===== config.mk =====
export PLATFORM = sky130hd
export DESIGN_NAME = lsu_store_buffer_unit
export DESIGN_NICKNAME = d
export VERILOG_FILES = /design/src/rtl/lsu_pkg.sv /design/src/rtl/lsu_sb_fifo.sv /design/src/rtl/lsu_store_buffer_unit.sv
export SDC_FILE = /design/constraint.sdc
export NUM_CORES = 1
export LEC_CHECK = 0
export CAP_MARGIN = 10
export CORE_ASPECT_RATIO = 1.4
export CORE_MARGIN = 5
export CORE_UTILIZATION = 52
export DETAILED_ROUTE_END_ITERATION = 6
export GPL_TIMING_DRIVEN = 1
export PLACE_DENSITY = 0.84
export SLEW_MARGIN = 10
export SYNTH_ARGS = -nofsm -noshare
export SYNTH_HDL_FRONTEND = slang
export SYNTH_SLANG_ARGS = --single-unit

===== constraint.sdc =====
create_clock -name i_clk -period 5.7 [get_ports i_clk]
set_input_delay 1.14 -clock i_clk [delete_from_list [all_inputs] [get_ports i_clk]]
set_output_delay 1.14 -clock i_clk [all_outputs]
set_load 0.1 [all_outputs]

===== src/rtl/lsu_pkg.sv =====
// lsu_pkg: shared types and helpers for the memory-stage load/store unit.
//   lsu_state_e  access FSM states
//   F3_*         RV32 funct3 encodings for byte/half/word accesses
//   sb_entry_t   one posted store: word address, byte-lane mask, lane-shifted data
//   is_misaligned / store_mask / load_extract: lane and size helpers
package lsu_pkg;

  typedef enum logic [1:0] {
    IDLE       = 2'd0,
    LOAD_WAIT  = 2'd1,
    STORE_WAIT = 2'd2
  } lsu_state_e;

  localparam logic [2:0] F3_B  = 3'b000;
  localparam logic [2:0] F3_H  = 3'b001;
  localparam logic [2:0] F3_W  = 3'b010;
  localparam logic [2:0] F3_BU = 3'b100;
  localparam logic [2:0] F3_HU = 3'b101;

  typedef struct packed {
    logic [31:0] addr;
    logic [3:0]  mask;
    logic [31:0] data;
  } sb_entry_t;

  // Unknown funct3 values fall through to word behaviour.
  function automatic logic is_misaligned(logic we, logic [2:0] f3, logic [1:0] lane);
    logic res;
    if (f3 == F3_B || (!we && f3 == F3_BU)) begin
      res = 1'b0;
    end else if (f3 == F3_H || (!we && f3 == F3_HU)) begin
      res = lane[0];
    end else begin
      res = (lane != 2'b00);
    end
    return res;
  endfunction

  function automatic logic [3:0] store_mask(logic [2:0] f3, logic [1:0] lane);
    logic [3:0] m;
    case (f3)
      F3_B:    m = 4'b0001 << lane;
      F3_H:    m = 4'b0011 << lane;
      default: m = 4'b1111;
    endcase
    return m;
  endfunction

  function automatic logic [31:0] load_extract(logic [2:0] f3, logic [1:0] lane,
                                               logic [31:0] word);
    logic [31:0] s;
    logic [31:0] r;
    s = word >> {lane, 3'b000};
    case (f3)
      F3_B:    r = {{24{s[7]}}, s[7:0]};
      F3_H:    r = {{16{s[15]}}, s[15:0]};
      F3_BU:   r = {24'h0, s[7:0]};
      F3_HU:   r = {16'h0, s[15:0]};
      default: r = word;
    endcase
    return r;
  endfunction

endpackage


===== src/rtl/lsu_sb_fifo.sv =====
// lsu_sb_fifo: posted-store FIFO with a parallel word-address compare port.
//   i_push/i_push_entry  enqueue (caller guarantees !o_full)
//   i_pop                dequeue head (caller guarantees count != 0)
//   i_cmp_addr/o_hit     hit when any valid entry holds i_cmp_addr
//   o_head, o_full, o_count  head entry and occupancy
module lsu_sb_fifo
  import lsu_pkg::*;
#(
  parameter int unsigned Depth = 4,
  parameter int unsigned CntW  = $clog2(Depth) + 1
) (
  input  logic            i_clk,
  input  logic            i_reset,
  input  logic            i_push,
  input  sb_entry_t       i_push_entry,
  input  logic            i_pop,
  input  logic [31:0]     i_cmp_addr,
  output sb_entry_t       o_head,
  output logic            o_full,
  output logic [CntW-1:0] o_count,
  output logic            o_hit
);

  localparam int unsigned PtrW = $clog2(Depth);

  sb_entry_t        r_mem [Depth];
  logic [Depth-1:0] r_valid;
  logic [PtrW-1:0]  r_wr_ptr;
  logic [PtrW-1:0]  r_rd_ptr;
  logic [CntW-1:0]  r_count;
  logic [Depth-1:0] w_hit_vec;

  always_ff @(posedge i_clk or posedge i_reset) begin
    if (i_reset) begin
      r_valid  <= '0;
      r_wr_ptr <= '0;
      r_rd_ptr <= '0;
      r_count  <= '0;
    end else begin
      if (i_pop) begin
        r_valid[r_rd_ptr] <= 1'b0;
        r_rd_ptr          <= r_rd_ptr + 1'b1;
      end
      if (i_push) begin
        r_valid[r_wr_ptr] <= 1'b1;
        r_wr_ptr          <= r_wr_ptr + 1'b1;
      end
      case ({i_push, i_pop})
        2'b10:   r_count <= r_count + 1'b1;
        2'b01:   r_count <= r_count - 1'b1;
        default: r_count <= r_count;
      endcase
    end
  end

  // Payload needs no reset: r_valid gates every use.
  always_ff @(posedge i_clk) begin
    if (i_push) begin
      r_mem[r_wr_ptr] <= i_push_entry;
    end
  end

  for (genvar g = 0; g < Depth; g++) begin : g_cmp
    assign w_hit_vec[g] = r_valid[g] && (r_mem[g].addr == i_cmp_addr);
  end

  assign o_hit   = |w_hit_vec;
  assign o_head  = r_mem[r_rd_ptr];
  assign o_full  = (r_count == CntW'(Depth));
  assign o_count = r_count;

endmodule


===== src/rtl/lsu_store_buffer_unit.sv =====
// lsu_store_buffer_unit: memory-stage load/store unit with posted-store buffer.
//   i_req_*          memory-stage request (held stable while o_lsu_stall=1)
//   o_load_data/o_load_valid  registered load result and one-cycle valid pulse
//   o_lsu_stall      hold the memory stage
//   o_misalign       misaligned access pulse (no memory op)
//   o_sb_empty       no buffered or in-flight store
//   o_cs/o_mem_rd_wr/o_mask/o_mem_addr/o_mem_write_data  registered memory request
//   i_mem_read_data/i_mem_valid  memory response
module lsu_store_buffer_unit
  import lsu_pkg::*;
#(
  parameter int unsigned XLEN     = 32,
  parameter int unsigned SB_DEPTH = 4,
  parameter int unsigned CNT_W    = $clog2(SB_DEPTH) + 1
) (
  input  logic            i_clk,
  input  logic            i_reset,
  input  logic            i_req_valid,
  input  logic            i_req_we,
  input  logic [2:0]      i_req_func3,
  input  logic [XLEN-1:0] i_req_addr,
  input  logic [XLEN-1:0] i_req_wdata,
  output logic [XLEN-1:0] o_load_data,
  output logic            o_load_valid,
  output logic            o_lsu_stall,
  output logic            o_misalign,
  output logic            o_sb_empty,
  output logic            o_cs,
  output logic            o_mem_rd_wr,
  output logic [3:0]      o_mask,
  output logic [XLEN-1:0] o_mem_addr,
  output logic [XLEN-1:0] o_mem_write_data,
  input  logic [XLEN-1:0] i_mem_read_data,
  input  logic            i_mem_valid
);

  if (XLEN != 32) begin : g_xlen_chk
    $error("lsu_store_buffer_unit: only XLEN=32 is supported");
  end
  if (SB_DEPTH < 2 || (SB_DEPTH & (SB_DEPTH - 1)) != 0) begin : g_depth_chk
    $error("lsu_store_buffer_unit: SB_DEPTH must be a power of two >= 2");
  end

  lsu_state_e      r_state;
  lsu_state_e      w_state_next;
  logic            r_cs;
  logic            r_mem_rd_wr;
  logic [3:0]      r_mask;
  logic [XLEN-1:0] r_mem_addr;
  logic [XLEN-1:0] r_mem_write_data;
  logic [XLEN-1:0] r_load_data;
  logic            r_load_valid;
  logic [2:0]      r_ld_func3;
  logic [1:0]      r_ld_lane;

  logic            w_req_live;
  logic            w_mis;
  logic            w_store_req;
  logic            w_load_req;
  logic [XLEN-1:0] w_word_addr;
  logic [1:0]      w_lane;
  logic            w_fifo_hit;
  logic            w_raw_hit;
  logic            w_full;
  logic [CNT_W-1:0] w_count;
  logic            w_push;
  logic            w_pop;
  logic            w_load_go;
  logic            w_done;
  sb_entry_t       w_push_entry;
  sb_entry_t       w_head;

  // In the load_valid cycle the stage still shows the finished load; it is consumed, not reissued.
  assign w_req_live  = i_req_valid & ~r_load_valid;
  assign w_word_addr = {i_req_addr[XLEN-1:2], 2'b00};
  assign w_lane      = i_req_addr[1:0];
  assign w_mis       = is_misaligned(i_req_we, i_req_func3, w_lane);
  assign w_store_req = w_req_live & i_req_we & ~w_mis;
  assign w_load_req  = w_req_live & ~i_req_we & ~w_mis;

  assign w_raw_hit = w_fifo_hit | ((r_state == STORE_WAIT) && (r_mem_addr == w_word_addr));
  assign w_push    = w_store_req & ~w_full;
  // A pending non-conflicting load wins over draining.
  assign w_load_go = (r_state == IDLE) & w_load_req & ~w_raw_hit;
  assign w_pop     = (r_state == IDLE) & (w_count != '0) & ~w_load_go;
  assign w_done    = i_mem_valid & (r_state != IDLE);

  always_comb begin
    w_push_entry.addr = w_word_addr;
    w_push_entry.mask = store_mask(i_req_func3, w_lane);
    w_push_entry.data = i_req_wdata << {w_lane, 3'b000};
  end

  lsu_sb_fifo #(
    .Depth (SB_DEPTH),
    .CntW  (CNT_W)
  ) u_sb_fifo (
    .i_clk        (i_clk),
    .i_reset      (i_reset),
    .i_push       (w_push),
    .i_push_entry (w_push_entry),
    .i_pop        (w_pop),
    .i_cmp_addr   (w_word_addr),
    .o_head       (w_head),
    .o_full       (w_full),
    .o_count      (w_count),
    .o_hit        (w_fifo_hit)
  );

  always_ff @(posedge i_clk or posedge i_reset) begin
    if (i_reset) begin
      r_state <= IDLE;
    end else begin
      r_state <= w_state_next;
    end
  end

  always_comb begin
    w_state_next = r_state;
    case (r_state)
      IDLE: begin
        if (w_load_go) begin
          w_state_next = LOAD_WAIT;
        end else if (w_pop) begin
          w_state_next = STORE_WAIT;
        end
      end
      LOAD_WAIT, STORE_WAIT: begin
        if (i_mem_valid) begin
          w_state_next = IDLE;
        end
      end
      default: w_state_next = IDLE;
    endcase
  end

  always_comb begin
    o_lsu_stall = w_load_req | (w_store_req & w_full);
    o_misalign  = w_req_live & w_mis;
    o_sb_empty  = (w_count == '0) && (r_state != STORE_WAIT);
  end

  // Memory request registers hold until the access completes.
  always_ff @(posedge i_clk or posedge i_reset) begin
    if (i_reset) begin
      r_cs             <= 1'b0;
      r_mem_rd_wr      <= 1'b0;
      r_mask           <= '0;
      r_mem_addr       <= '0;
      r_mem_write_data <= '0;
      r_load_data      <= '0;
      r_load_valid     <= 1'b0;
      r_ld_func3       <= '0;
      r_ld_lane        <= '0;
    end else begin
      r_load_valid <= 1'b0;
      if (w_load_go) begin
        r_cs        <= 1'b1;
        r_mem_rd_wr <= 1'b1;
        r_mask      <= 4'hF;
        r_mem_addr  <= w_word_addr;
        r_ld_func3  <= i_req_func3;
        r_ld_lane   <= w_lane;
      end else if (w_pop) begin
        r_cs             <= 1'b1;
        r_mem_rd_wr      <= 1'b0;
        r_mask           <= w_head.mask;
        r_mem_addr       <= w_head.addr;
        r_mem_write_data <= w_head.data;
      end else if (w_done) begin
        r_cs <= 1'b0;
        if (r_state == LOAD_WAIT) begin
          r_load_valid <= 1'b1;
          r_load_data  <= load_extract(r_ld_func3, r_ld_lane, i_mem_read_data);
        end
      end
    end
  end

  assign o_cs             = r_cs;
  assign o_mem_rd_wr      = r_mem_rd_wr;
  assign o_mask           = r_mask;
  assign o_mem_addr       = r_mem_addr;
  assign o_mem_write_data = r_mem_write_data;
  assign o_load_data      = r_load_data;
  assign o_load_valid     = r_load_valid;

endmodule


== Word-level counts from Yosys, hierarchy flattened ==
Memories as Yosys holds them, arrays and structs flattened.
Index checks and enable logic that the tools add are counted.
W data, S select, Z words.

* Memories: 1
* RAM bits: 264
* Logic and storage cells: 129
* Bits of input ports: 104
* Output and inout port bits: 106
* Flip-flop bits (word level): 121

{| class="wikitable"
|+ Memory list
! name !! depth !! bits a word !! rd ports !! clocked after memory_dff !! write ports !! line !! text
|-
| u_sb_fifo.r_mem || 4 || 66 || 5 || 0 || 1 || lsu_sb_fifo.sv:26 || <nowiki>sb_entry_t r_mem [Depth];</nowiki>
|}

* Magnitude comparators: 4
* Equal/unequal tests: 19
* Add/subtract/negate cells: 4
* Bitwise logic cells: 25
* Shift-type cells: 4
* Multiplexer cells: 30
* Reductions and logical operators: 28

{| class="wikitable"
|+ Operators by type and width
! cell !! number
|-
| $eq A32 B32 Y1 || 5
|-
| $pmux W32 S4 || 1
|-
| $mux W32 || 2
|-
| $shl A32 B5 Y32 || 1
|-
| $shr A32 B5 Y16 || 1
|-
| $mux W4 || 4
|-
| $eq A3 B3 Y1 const B || 5
|-
| $mux W1 || 15
|-
| $and A1 B1 Y1 || 13
|-
| $logic_and A1 B1 Y1 || 10
|-
| $logic_not A3 Y1 || 3
|-
| $pmux W4 S2 || 1
|-
| $reduce_bool A2 Y1 || 4
|-
| $not A1 Y1 || 7
|-
| $eq A3 B1 Y1 const B || 2
|-
| $lt A2 B3 Y1 const B || 2
|-
| $mux W2 || 3
|-
| $pmux W3 S2 || 1
|-
| $reduce_bool A3 Y1 || 2
|-
| $add A2 B1 Y2 const B || 2
|-
| $and A4 B4 Y4 || 1
|-
| $demux W1 S2 || 2
|-
| $eq A2 B1 Y1 const B || 2
|-
| $eq A2 B2 Y1 const B || 2
|-
| 18 further kinds || 23
|}

== Longest topological paths before layout ==
* Depth after elaboration: 14
* Gate-level depth with buffers: 13
* Depth with buffers taken out: 12

== By module ==
A second synthesis with hierarchy kept.

* Cell total of the unflattened synthesis: 1,195
* Area, all modules: 17,757.0 um^2

{| class="wikitable"
|+ By module, submodules not included
! module !! sequential area each (um^2) !! instances !! cells each !! area an instance (um^2)
|-
| lsu_sb_fifo || 8,443.1 || 1 || 587 || 11,772.5
|-
| lsu_store_buffer_unit || 2,752.6 || 1 || 608 || 5,984.5
|}

== Worst setup path after synthesis ==
OpenSTA, ideal clock, no wires.

* Path kind: input to output
* Start: in i_req_addr[0]
* End: out o_misalign
* Path buffers: 0
* Path slack: 1,254 ps
* Cell stages on the path: 2
* Required time: 4,560 ps
* Arrival: 3,306 ps
* Path through: nor2_1 -> nor3_1

* Word-level cells in the longest chain between the ends: 4

{| class="wikitable"
|+ Ends and longest elaborated chain
! what !! line !! text
|-
| from (decl) || lsu_store_buffer_unit.sv:21 || <nowiki>input logic [XLEN-1:0] i_req_addr,</nowiki>
|-
| $reduce_bool A2 Y1 || lsu_pkg.sv:34 || <nowiki>res = (lane != 2'b00);</nowiki>
|-
| $mux W1 * || lsu_pkg.sv:31 || <nowiki>end else if (f3 == F3_H || (!we && f3 == F3_HU)) begin</nowiki>
|-
| $mux W1 * || lsu_pkg.sv:29 || <nowiki>if (f3 == F3_B || (!we && f3 == F3_BU)) begin</nowiki>
|-
| $and A1 B1 Y1 * || lsu_store_buffer_unit.sv:139 || <nowiki>o_misalign = w_req_live & w_mis;</nowiki>
|-
| to (decl) || lsu_store_buffer_unit.sv:26 || <nowiki>output logic o_misalign,</nowiki>
|}

Mark *: on every way between the ends. The rest lies on a longest branch, timed or not.

== Final worst setup path ==
* Start: in i_req_addr[17]
* End: reg u_sb_fifo.r_count[2] (netlist: u_sb_fifo.o_count[2])

* Word-level cells in the longest chain between the ends: 10
* Elaborated cells between the ends (all ways): 20
* Those cells by class: eq/ne (7); mux (1); bitwise (5); reduce/logical (7)

{| class="wikitable"
|+ Ends and longest elaborated chain
! what !! line !! text
|-
| $eq A32 B32 Y1 || lsu_sb_fifo.sv:64 || <nowiki>assign w_hit_vec[g] = r_valid[g] && (r_mem[g].addr == i_cmp_addr);</nowiki>
|-
| $logic_and A1 B1 Y1 || lsu_sb_fifo.sv:64 ||
|-
| $reduce_or A4 Y1 || lsu_sb_fifo.sv:67 || <nowiki>assign o_hit = |w_hit_vec;</nowiki>
|-
| $or A1 B1 Y1 * || lsu_store_buffer_unit.sv:81 || <nowiki>assign w_raw_hit = w_fifo_hit | ((r_state == STORE_WAIT) && (r_mem_addr == w_word_addr));</nowiki>
|-
| $not A1 Y1 * || lsu_store_buffer_unit.sv:84 || <nowiki>assign w_load_go = (r_state == IDLE) & w_load_req & ~w_raw_hit;</nowiki>
|-
| $and A1 B1 Y1 * || lsu_store_buffer_unit.sv:84 ||
|-
| $not A1 Y1 (no source line) * || - ||
|-
| $and A1 B1 Y1 * || lsu_store_buffer_unit.sv:85 || <nowiki>assign w_pop = (r_state == IDLE) & (w_count != '0) & ~w_load_go;</nowiki>
|-
| $eq A2 B1 Y1 or $eq A2 B2 Y1 (tied branches) || lsu_sb_fifo.sv:48 || <nowiki>case ({i_push, i_pop})</nowiki>
|-
| $pmux W3 S2 or $reduce_bool A2 Y1 (tied branches) || - ||
|-
| to (signal assigned) || lsu_sb_fifo.sv:49 || <nowiki>2'b10: r_count <= r_count + 1'b1;</nowiki>
|-
| to (signal assigned) || lsu_sb_fifo.sv:50 || <nowiki>2'b01: r_count <= r_count - 1'b1;</nowiki>
|-
| to (signal assigned) || lsu_sb_fifo.sv:51 || <nowiki>default: r_count <= r_count;</nowiki>
|-
| to (decl) || lsu_sb_fifo.sv:30 || <nowiki>logic [CntW-1:0] r_count;</nowiki>
|}

Marked as above.
A chain may end at the register's enable or synchronous reset.

==> metrics.md <==
| Metric | Value |
|---|---|
| Status | completed |
| Final WL | roughly 45,000 um |
| WHS | around 470 ps |
| Mapped Cells | approximately 1,200 |
| Drt drc | 0 |
| CTS tree | yes |
| Mux cell area share after synthesis | 0.154 |
| MaxCap Viol Count | 0 |
| Avg Vias per Cell | about 5.7 |
| DIE WIDTH | roughly 170 um |
| CTS root buffer | clkbuf_16 |
| Ratio of cells with drive above 1 in the final layout | 0.161 |
| Crit end category | register |
| Worst-path clk slew | roughly 60 ps |
| Largest net degree at the start of global routing | 65 |
| Comb pwr share | 0.483 |
| First-pass GRT wire length | between 60,000 and 70,000 um |
| Die area | 38,000 um^2 |
| Core area | around 34,000 um^2 |
| Int Power | about 7 mW |
| Vias post-DR | 10,800 |
| Syn avg cell area | ~15 um^2 |
| Unrepaired setup endpoints after global routing | false |
| Ant diodes | 0 |
| Post-place instance area | around 20,000 um^2 |
| Final Setup Violations | 0 |
| Library cells used by synthesis | 45 |
| Site row count | 80 |
| Reg2reg path depth | 11 |
| Clk Latency, worst-skew pair | between 500 and 600 ps |
| Hold path depth | 2 |
| Total I/O pin count | 210 |
| Cell accounting for the most synthesized area | edfxtp_1 |
| CTS max path bufs | 3 |
| Pre-antenna DRT Iters | 5 |
| Adder-cell share of the synthesized area | 0.00957 |
| Post-synthesis xor/xnor area fraction | 0.0764 |
| TritonCTS buffer count | 37 |
| Slew Limit Fails | 0 |
| Seq cells post-synth | 383 |
| Max Fanout on Critical Path | 10 |
| Via count of the first global-routing pass | roughly 11,000 |
| Per-cell routed wire length | between 20 and 25 um |
| Crit path arrival time | roughly 4700 ps |
| Critical Path RT | between 6000 and 7000 ps |
| Max incr delay on CP | about 660 ps |
| DRT iter0 DRCs | about 900 |
| Synth top area cells | edfxtp_1, dfrtp_1, mux4_2, xnor2_1, mux2_4 |
| Post-CTS Setup Bufs | 0 |
| Mapped cell area | ~18,000 um^2 |
| Sequential area share after synthesis | 0.614 |
| Achievable clock frequency | approximately 0.24 GHz |
| GRT overflow | 0 |
| Main combinational cell family by area after synthesis | multiplexers |
| Fraction of the mapped netlist area in compound gates | 0.0422 |
| Cell mode on critical path | xor2_1 |
| Post-route cell area | between 20,000 and 25,000 um^2 |
| Sw Ratio | 0.445 |
| Initial core utilization | 0.524 |
| Post-DP HPWL | roughly 30,000 um |
| Crit-path cells | clkdlybuf4s50_1, xnor2_1, nand4_1, nor4_1, a22oi_1, a31oi_4, ha_1, inv_1, fa_1, xor2_1, nor2_1, xor2_1 |
| Initial antenna violation count | 1 |
| Clock share of power | 0.203 |
| CTS sink cnt | about 380 |
| CTS Hold Bufs | 0 |
| Worst min-delay path class | reg -> reg |
| H-tree level count | 2 |
| Commonest non-fill, non-tap cell in the layout | edfxtp_1 |
| Sw power | 5.78 mW |
| IO buf count | between 200 and 250 |
| Crit start category | input pin |
| Placer congestion estimate | about 0.93 |
| Yosys top cell area share | 0.446 |
| Nets | around 1,500 |
| Layout area overhead | 20.9% |
| Die height | 229 um |
| Final hold violation count | 0 |
| Synth Area in Simple Gates | 0.0729 |
| Post-route ant nets | 0 |
| Leakage | slightly below 8 nW |
| Post-cts repair resize count | 0 |
| VDD IR max | approximately 0.50 mV |
| Tot GR Track Use | 0.232 |
| Pwr dens | around 600 nW/um^2 |
| Fin crit period | 4260 ps |
| Slew margin rel. | 0.277 |
| Setup TNS | 0 ps |
| Most frequent cells in the layout | edfxtp_1, clkdlybuf4s50_1, nand2_1, xnor2_1, dfrtp_1 |
| Worst-Margin Slew | ~1100 ps |
| Slowest cell on the critical path | clkdlybuf4s50_1 |
| Reg power frac | 0.314 |
| Fin Clk Skew | approximately 23 ps |
| Crit Path Category | in -> reg |
| Final period utilization | 0.747 |
| YS warnings | 0 |
-- registers in the layout (all words and copies together) (netlist names), 2 cells and up --
name and cells:
u_sb_fifo.r_wr_ptr 2, o_load_data 32, o_mem_write_data 32, r_state 2, u_sb_fifo.r_mem 264, r_ld_func3 3
o_mask 4, u_sb_fifo.r_rd_ptr 2, u_sb_fifo.o_count 3, u_sb_fifo.r_valid 4, r_ld_lane 2, o_mem_addr 30
-- logic make-up (layout without fill, tap and decap cells) --
| kind of cell | after synthesis | count (layout) |
|---|---|---|
| XOR/XNOR | 155 | 155 |
| buffers and inverters | 106 | 313 |
| adder cells (fa/ha/maj) | 13 | 13 |
| flip-flops | 383 | 383 |
| multiplexers | 161 | 161 |
| other | 1 | 2 |
| AO/OA/AOI/OAI | 125 | 125 |
| AND/OR/NAND/NOR | 281 | 281 |
-- per-layer routing --
| layer | wire length [um] | global-route usage | vias up |
|---|---|---|---|
| met5 | 20 | 0 | - |
| met4 | 2430 | 0.116 | 2 |
| met3 | 2930 | 0.0412 | 111 |
| met2 | 23700 | 0.407 | 470 |
| met1 | 15900 | 0.276 | 5405 |
| li1 | - | - | 4831 |
-- path summary, 6_finish.rpt --
path / startpoint / to / slack, ps
hold / removal: o_load_data[15] / o_load_data[15] / 470
setup / recovery: i_req_addr[17] / u_sb_fifo.o_count[2] / 1440
max in group asynchronous: i_reset / o_mem_addr[11] / 3470
hold reg to reg: o_load_data[15] / o_load_data[15] / 470
setup reg to reg: o_mem_addr[17] / u_sb_fifo.o_count[2] / 2410
min in group asynchronous: i_reset / o_load_data[13] / 1140
-- cells in the mapped netlist, drive strengths merged --
| cell type | count |
|---|---|
| mux2i | 27 |
| a21oi | 40 |
| and2 | 8 |
| mux2 | 68 |
| a2111oi | 1 |
| dfrtp | 119 |
| o21ai | 46 |
| nor4 | 10 |
| a41oi | 4 |
| or3 | 1 |
| buf | 52 |
| nor2b | 14 |
| o21bai | 2 |
| xor2 | 2 |
| o22ai | 9 |
| nand2b | 4 |
| a221oi | 1 |
| ha | 12 |
| nor4b | 1 |
| nand4 | 35 |
| o2bb2ai | 1 |
| clkbuf | 36 |
| fa | 1 |
| nor3 | 2 |
| conb | 1 |
| nand3 | 11 |
| inv | 18 |
| nand2 | 153 |
| a31oi | 3 |
| o21a | 1 |
| a211oi | 15 |
| a22oi | 2 |
| xnor2 | 153 |
| edfxtp | 264 |
| nor2 | 42 |
| mux4 | 66 |
-- critical path: cells and delay by family --
kind	cells	cell delay (ps)
compound gates	2	620
xor+xnor	3	840
fa+ha+maj	2	600
buf+inv	2	720
simple gates	3	780
-- cell type report --
class                           instances  area [um^2]
Sequential cell                       383        10900
Timing Repair Buffer                  227         2300
Multi-Input combinational cell        737         6330
Clock buffer                           52         1050
Inverter                               18         70.1
Clock inverter                         16          260
Tap cell                              451          564
Fill cell                            2445        12500
-- stage by stage --
step | setup slack (ps) | instances | utilization | power, mW
floorplan | 1250 | 1226 | - | 8.86
global placement | 980 | 1815 | 0.594 | 10.3
detailed placement | 914 | 1816 | 0.594 | 10.4
CTS | 1450 | 1884 | 0.633 | 13.1
global route | 1300 | 1884 | 0.633 | 13.5
finish | 1440 | 1884 | 0.633 | 13.0
-- power groups by stage --
stage	clock network [mW]	registers (mW)	logic [mW]
detailed placement	0	4.13	6.29
finish	2.64	4.08	6.27
global placement	0	4.11	6.18
global route	2.79	4.16	6.55
floorplan	0	6.34	2.52
CTS	2.67	4.09	6.31
(Power assumes the default switching activity.)
